`src/rtl/memoria_datos_bytes.sv`:
```
// memoria_datos_bytes
//   Byte-addressable data memory for the MIPS pipeline MEM stage. It handles
//   byte, halfword and word loads and stores, sign or zero extends loads, and
//   flags misaligned or illegal accesses. After reset, a sequencer writes an
//   initial value into every word. Pipeline accesses are ignored until that
//   sequence finishes. A separate debug port reads one word per cycle.
//
// Ports
//   i_clk              clock, rising edge
//   i_reset            asynchronous, active-high reset
//   i_ALUDireccion     byte address of the pipeline access
//   i_DatoRegistro     store data (sb uses [7:0], sh uses [15:0])
//   i_MemWrite         store request
//   i_MemRead          load request
//   i_Tamanio          access size: 00 byte, 01 half, 10 word, 11 illegal
//   i_ConSigno         loads: 1 sign-extend, 0 zero-extend
//   i_DebugDireccion   debug word index (taken modulo CELDAS)
//   o_DatoLeido        registered load data
//   o_DebugDato        registered debug word
//   o_Listo            high once initialisation has completed
//   o_ErrorAlineacion  one-cycle pulse after a misaligned/illegal access
//
// state | meaning
// ------+---------------------------------------------------------------
// INIT  | writing the init value into word cnt, one word per cycle
// READY | serving pipeline loads/stores
module memoria_datos_bytes #(
  parameter int NBITS       = 32,
  parameter int CELDAS      = 16,
  parameter int INIT_INDICE = 1
) (
  input  logic             i_clk,
  input  logic             i_reset,
  input  logic [NBITS-1:0] i_ALUDireccion,
  input  logic [NBITS-1:0] i_DatoRegistro,
  input  logic             i_MemWrite,
  input  logic             i_MemRead,
  input  logic [1:0]       i_Tamanio,
  input  logic             i_ConSigno,
  input  logic [NBITS-1:0] i_DebugDireccion,
  output logic [NBITS-1:0] o_DatoLeido,
  output logic [NBITS-1:0] o_DebugDato,
  output logic             o_Listo,
  output logic             o_ErrorAlineacion
);

  localparam int AW = $clog2(CELDAS);
  localparam int NB = NBITS / 8;

  localparam logic [0:0] ST_INIT  = 1'b0;
  localparam logic [0:0] ST_READY = 1'b1;

  localparam logic [1:0] TAM_BYTE = 2'b00;
  localparam logic [1:0] TAM_HALF = 2'b01;
  localparam logic [1:0] TAM_WORD = 2'b10;

  logic [0:0]       estado_q, estado_d;
  logic [AW-1:0]    cnt_q, cnt_d;
  logic [NBITS-1:0] dato_leido_q, dato_leido_d;
  logic [NBITS-1:0] debug_dato_q, debug_dato_d;
  logic             error_q, error_d;

  logic [NBITS-1:0] mem_q [CELDAS];

  logic [AW-1:0]    idx_acc;
  logic [AW-1:0]    idx_dbg;
  logic [1:0]       carril;
  logic             desalineado;
  logic             acceso;
  logic [NBITS-1:0] palabra_rd;
  logic [NBITS-1:0] palabra_dbg;
  logic [7:0]       byte_sel;
  logic [15:0]      half_sel;
  logic [NBITS-1:0] valor_carga;
  logic [NBITS-1:0] valor_init;

  logic             mem_we;
  logic [AW-1:0]    mem_waddr;
  logic [NBITS-1:0] mem_wdata;
  logic [NB-1:0]    mem_be;

  // Upper address bits are ignored, so addresses wrap modulo 4*CELDAS.
  logic unused_dir;
  assign unused_dir = ^{i_ALUDireccion[NBITS-1:AW+2], i_DebugDireccion[NBITS-1:AW]};

  assign idx_acc = i_ALUDireccion[AW+1:2];
  assign carril  = i_ALUDireccion[1:0];
  assign idx_dbg = i_DebugDireccion[AW-1:0];
  assign acceso  = i_MemRead | i_MemWrite;

  // Half needs addr[0]=0. Word needs addr[1:0]=00. Size 11 is never legal.
  always_comb begin
    desalineado = 1'b0;
    case (i_Tamanio)
      TAM_BYTE: desalineado = 1'b0;
      TAM_HALF: desalineado = carril[0];
      TAM_WORD: desalineado = (carril != 2'b00);
      default:  desalineado = 1'b1;
    endcase
  end

  // Both reads use the contents from before this edge's write, which gives
  // read-first behaviour for a load and a store to the same word.
  assign palabra_rd  = mem_q[idx_acc];
  assign palabra_dbg = mem_q[idx_dbg];

  always_comb begin
    byte_sel    = palabra_rd[8*carril +: 8];
    half_sel    = carril[1] ? palabra_rd[16 +: 16] : palabra_rd[0 +: 16];
    valor_carga = palabra_rd;
    case (i_Tamanio)
      TAM_BYTE: valor_carga = {{(NBITS-8){i_ConSigno & byte_sel[7]}}, byte_sel};
      TAM_HALF: valor_carga = {{(NBITS-16){i_ConSigno & half_sel[15]}}, half_sel};
      default:  valor_carga = palabra_rd;
    endcase
  end

  always_comb begin
    valor_init = '0;
    if (INIT_INDICE != 0) valor_init[AW-1:0] = cnt_q;
  end

  // A single write port is shared between the init sequencer and pipeline stores.
  always_comb begin
    mem_we    = 1'b0;
    mem_waddr = idx_acc;
    mem_wdata = i_DatoRegistro;
    mem_be    = '0;
    if (estado_q == ST_INIT) begin
      mem_we    = 1'b1;
      mem_waddr = cnt_q;
      mem_wdata = valor_init;
      mem_be    = '1;
    end else if (i_MemWrite && !desalineado) begin
      mem_we = 1'b1;
      case (i_Tamanio)
        TAM_BYTE: begin
          mem_wdata = {NB{i_DatoRegistro[7:0]}};
          mem_be    = NB'(1) << carril;
        end
        TAM_HALF: begin
          mem_wdata = {(NB/2){i_DatoRegistro[15:0]}};
          mem_be    = carril[1] ? NB'(4'b1100) : NB'(4'b0011);
        end
        default: begin
          mem_wdata = i_DatoRegistro;
          mem_be    = '1;
        end
      endcase
    end
  end

  always_comb begin
    estado_d     = estado_q;
    cnt_d        = cnt_q;
    dato_leido_d = dato_leido_q;
    debug_dato_d = palabra_dbg;
    error_d      = 1'b0;
    case (estado_q)
      ST_INIT: begin
        cnt_d = cnt_q + 1'b1;
        if (cnt_q == AW'(CELDAS - 1)) estado_d = ST_READY;
      end
      ST_READY: begin
        error_d = acceso & desalineado;
        if (i_MemRead && !desalineado) dato_leido_d = valor_carga;
      end
      default: estado_d = ST_INIT;
    endcase
  end

  always_ff @(posedge i_clk or posedge i_reset) begin
    if (i_reset) begin
      estado_q     <= ST_INIT;
      cnt_q        <= '0;
      dato_leido_q <= '0;
      debug_dato_q <= '0;
      error_q      <= 1'b0;
    end else begin
      estado_q     <= estado_d;
      cnt_q        <= cnt_d;
      dato_leido_q <= dato_leido_d;
      debug_dato_q <= debug_dato_d;
      error_q      <= error_d;
    end
  end

  // The storage array has no reset because INIT rewrites every word. If
  // reset is high at a clock edge, the write is dropped.
  always_ff @(posedge i_clk) begin
    if (mem_we && !i_reset) begin
      for (int k = 0; k < NB; k++) begin
        if (mem_be[k]) mem_q[mem_waddr][8*k +: 8] <= mem_wdata[8*k +: 8];
      end
    end
  end

  assign o_DatoLeido       = dato_leido_q;
  assign o_DebugDato       = debug_dato_q;
  assign o_Listo           = (estado_q == ST_READY);
  assign o_ErrorAlineacion = error_q;

endmodule

```
`config.mk`:
```
export PLATFORM = sky130hd
export DESIGN_NAME = memoria_datos_bytes
export DESIGN_NICKNAME = d
export VERILOG_FILES = /design/src/rtl/memoria_datos_bytes.sv
export SDC_FILE = /design/constraint.sdc
export NUM_CORES = 1
export LEC_CHECK = 0
export ABC_CLOCK_PERIOD_IN_PS = 5800
export CAP_MARGIN = 20
export CORE_MARGIN = 10
export CORE_UTILIZATION = 50
export DETAILED_ROUTE_END_ITERATION = 8
export GPL_ROUTABILITY_DRIVEN = 1
export GPL_TIMING_DRIVEN = 0
export PLACE_DENSITY = 0.76
export SLEW_MARGIN = 20
export SYNTH_ARGS = -nofsm -noshare
export SYNTH_HDL_FRONTEND = slang
export SYNTH_SLANG_ARGS = --single-unit
```
`constraint.sdc`:
```
create_clock -name i_clk -period 5.8 [get_ports i_clk]
set_input_delay 0.87 -clock i_clk [delete_from_list [all_inputs] [get_ports i_clk]]
set_output_delay 0.87 -clock i_clk [all_outputs]
set_load 0.1 [all_outputs]
```
==> flow_summary.yaml <==
yosys:
  ys_types: 54
  synth_edf_count: 512
  synthesis.nets: 1572
  synth_seq_cells: 582
  yosys.area.top_type: "edfxtp_1"
  ys_seq_area_share_pct: 63.3
  syn-instance-count: 1468
  yosysWarnings: 0
  syn_area_sq_mm: 0.0271
  yosysTopAreaCellShare_pct: 56.8
  synth.avg_cell_area_sq_um: 18.4
  async_flop_share_pct: 12.0
  synth_ff_type: "edfxtp_1"
  synth_area_leaders: "edfxtp_1, mux4_2, dfrtp_1"
place:
  routabilityCongestion: 1.00
  placed_area_sq_mm: 0.0292
  portBuffers: 107
  dp_hpwl_microns: 60700
  dpl_worst_slack_ns: 0.804
route:
  vias: 17040
  wl_per_cell_microns: 36.6
  route.met2.wl_microns: 41100
  firstDrtPassIters: 6
  ant_nets: 0
  drt-initial-drc-count: 2703
  top_layer: "met5"
  vias_per_cell: 7.12
  drc_errors: 0
  dr_wl_met3_microns: 11300
  wl_met1_microns: 30400
  drt_wl_total_microns: 87700
sta:
  holdWs_ns: 0.546
  fin_skew_ns: 0.0277
  rsz0062_at_grt: "false"
  finalSetupViolCount: 0
  relSlewSlack_pct: 17.9
  timing.fmax_mhz: 221
  tightestPinTransition_ns: 1.23
  period_minus_slack_ns: 4.53
  setup_slack_ns: 1.27
  timing.final.crit_share_pct: 78.1
  finalHoldViolCount: 0
  report.final.slew_viol_count: 0
  fin_setup_tns_ns: 0
clock_network:
  cts_tree: "done"
  root_buffer: "clkbuf_16"
  post_cts_buffers: 0
  clk_pin_slew_worst_paths_ns: 0.06
  worstSkewPairLatency_ns: 0.64
  cts_htree_levels: 2
  clockBufferDepth: 3
  clock-sinks: 582
  cts_made_buffers: 59
  cts_hold_buffers: 0
  ctsResizeCount: 0
grt:
  grt_first_pass_wirelength_microns: 124000
  antenna_found_initial: 1
  grt_remaining_overflow: 0
  grt_pass1_vias: 17169
  grtUsageTotal_pct: 27.6
  grt_max_degree: 50
power_and_ir_drop:
  max-vdd-ir-drop_uv: 238
  leakagePower_nw: 9.96
  power_density_mw_per_mm2: 322
floorplan:
  coreArea_sq_mm: 0.0537
  die_w_microns: 253
  num_rows: 85
  fp.dieH_microns: 253
  initial_core_util_pct: 50.4
  ios: 169
  die-area_sq_mm: 0.0638
setup_path:
  timing_worst_setup_path_type: "in -> reg"
  r2r_setup_slack_ns: 2.18
  crit_buf_inv: 2
  crit_slowest_cell: "nor2_1"
  worstPathRequired_ns: 6.09
  cpPeakStageDelay_ns: 0.84
  crit_chain: "clkdlybuf4s50_1 > or3_1 > nand2_1 > nand2_1 > nor2_1 > buf_2 > mux2i_1 > nor2_1"
  cp-start-kind: "primary input"
  worstPathMaxFanout: 16
  critical_path.top_delay_family: "simple AND/OR/NAND/NOR gates"
  crit_arrival_ns: 4.83
  critPathCaptureType: "flop"
cells_and_area:
  areaGrowthSynthToFinish_pct: 14.9
  final_area_sq_mm: 0.0311
  final_util_pct: 57.9
  fin_nets: 1755
  layout-drive-gt1-share_pct: 28.7
  diodes: 0
  fillers: 3902
hold_path:
  hold_class: "reg -> reg"
run:
  maxCapViolations: 0
outcome:
  outcome: "finished clean"
[worst min-delay path: stages (launching register included)]
cell      delay, ns
dfrtp_1        0.37
nand2_1        0.07
o221ai_1       0.07
[routing by layer]
layer	vias up	global-route usage, %
met5	-	0
met4	2	14.2
met3	300	7.68
met2	1396	42.8
met1	8782	35.2
li1	6560	-
[layout make-up]
type	count	area [sq um]	area share, %
Sequential cell	582	17100	55.1
Multi-Input combinational cell	768	9510	30.6
Clock buffer	77	1560	5.03
Timing Repair Buffer	122	1220	3.93
Tap cell	696	871	2.80
Buffer	112	523	1.68
Clock inverter	31	250	0.805
Inverter	6	25.0	0.0805
[report_power, final]
| group | switching [mW] | internal (mW) |
|---|---|---|
| Clock | 1.61 | 2.07 |
| Combinational | 1.15 | 0.462 |
| Sequential | 0.0704 | 4.66 |
| Total | 2.82 | 7.19 |
[cell usage in the layout (no fill, tap or decap), types with 7 or more instances in the layout]
| cell | Yosys | routed |
|---|---|---|
| edfxtp_1 | 512 | 512 |
| mux4_2 | 285 | 285 |
| clkdlybuf4s50_1 | 0 | 107 |
| nor2_1 | 111 | 86 |
| clkbuf_1 | 61 | 75 |
| dfrtp_1 | 70 | 70 |
| nand2_1 | 65 | 65 |
| a22oi_1 | 64 | 64 |
| clkbuf_16 | 0 | 59 |
| mux2i_1 | 44 | 44 |
| a21oi_1 | 42 | 42 |
| buf_2 | 24 | 30 |
| nor2_2 | 0 | 25 |
| o21ai_0 | 20 | 20 |
| nor4_1 | 17 | 17 |
| a211oi_1 | 23 | 15 |
| clkinv_2 | 0 | 15 |
| buf_4 | 5 | 14 |
| a21oi_2 | 11 | 11 |
| clkinv_1 | 0 | 10 |
| and2_1 | 9 | 9 |
| a211oi_2 | 1 | 9 |
| a31oi_1 | 8 | 8 |
| buf_6 | 2 | 7 |
| buf_1 | 18 | 7 |
| nand3_1 | 7 | 7 |
| clkbuf_2 | 0 | 7 |
| o221ai_1 | 7 | 7 |
[through the flow]
stage                     power (mW)  std cells
after detailed placement        6.40       2281
after global placement          6.37       2271
after floorplan                 5.87       1468
after CTS                       9.99       2389
final                           10.0       2394
after global routing            10.2       2394
[flip-flops by register name, summed over array words and instances, names as in the netlist]
signal             count
cnt_q                  4
o_ErrorAlineacion      1
mem_q                512
o_Listo                1
o_DebugDato           32
o_DatoLeido           32
[synth_stat cells (all sizes together) (2+ instances only)]
library cell and n:
edfxtp 512, mux4 286, nor2 111, dfrtp 70, nand2 65, a22oi 64, clkbuf 61, a21oi 53
buf 51, mux2i 44, a211oi 24, o21ai 21, nor4 17, and2 10, a31oi 8, nand3 7
o221ai 7, inv 6, nor2b 6, nor3 6, mux2 5, nand4 3, o22ai 3, xnor2 3
a32o 2, a32oi 2, and3 2, nand3b 2, nand4b 2, o31ai 2, or3 2
[worst paths after layout]
check | from | endpoint | cells after the start
max | i_ALUDireccion[0] | mem_q[1][21]$_DFFE_PP_ | 8
min reg2reg | o_DatoLeido[4]$_DFFE_PP0P_ | o_DatoLeido[4]$_DFFE_PP0P_ | 2
max in group asynchronous | i_reset | o_DebugDato[25]$_DFF_PP0_ | 3
min | o_DatoLeido[4]$_DFFE_PP0P_ | o_DatoLeido[4]$_DFFE_PP0P_ | 2
min in group asynchronous | i_reset | o_DebugDato[5]$_DFF_PP0_ | 2
max reg2reg | o_Listo$_DFF_PP0_ | mem_q[5][11]$_DFFE_PP_ | 7
[cell families (layout without fill, tap and decap cells)]
logic type	after synthesis	count (layout)	share of synthesized area (%)
flip-flops	582	582	63.3
multiplexers	335	335	25.7
AND/OR/NAND/NOR	235	235	3.85
AO/OA/AOI/OAI	194	194	5.09
buffers and inverters	118	348	1.96
XOR/XNOR	3	3	0.0971
adder cells (fa/ha/maj)	1	1	0.0462
(Power assumes the default switching activity.)
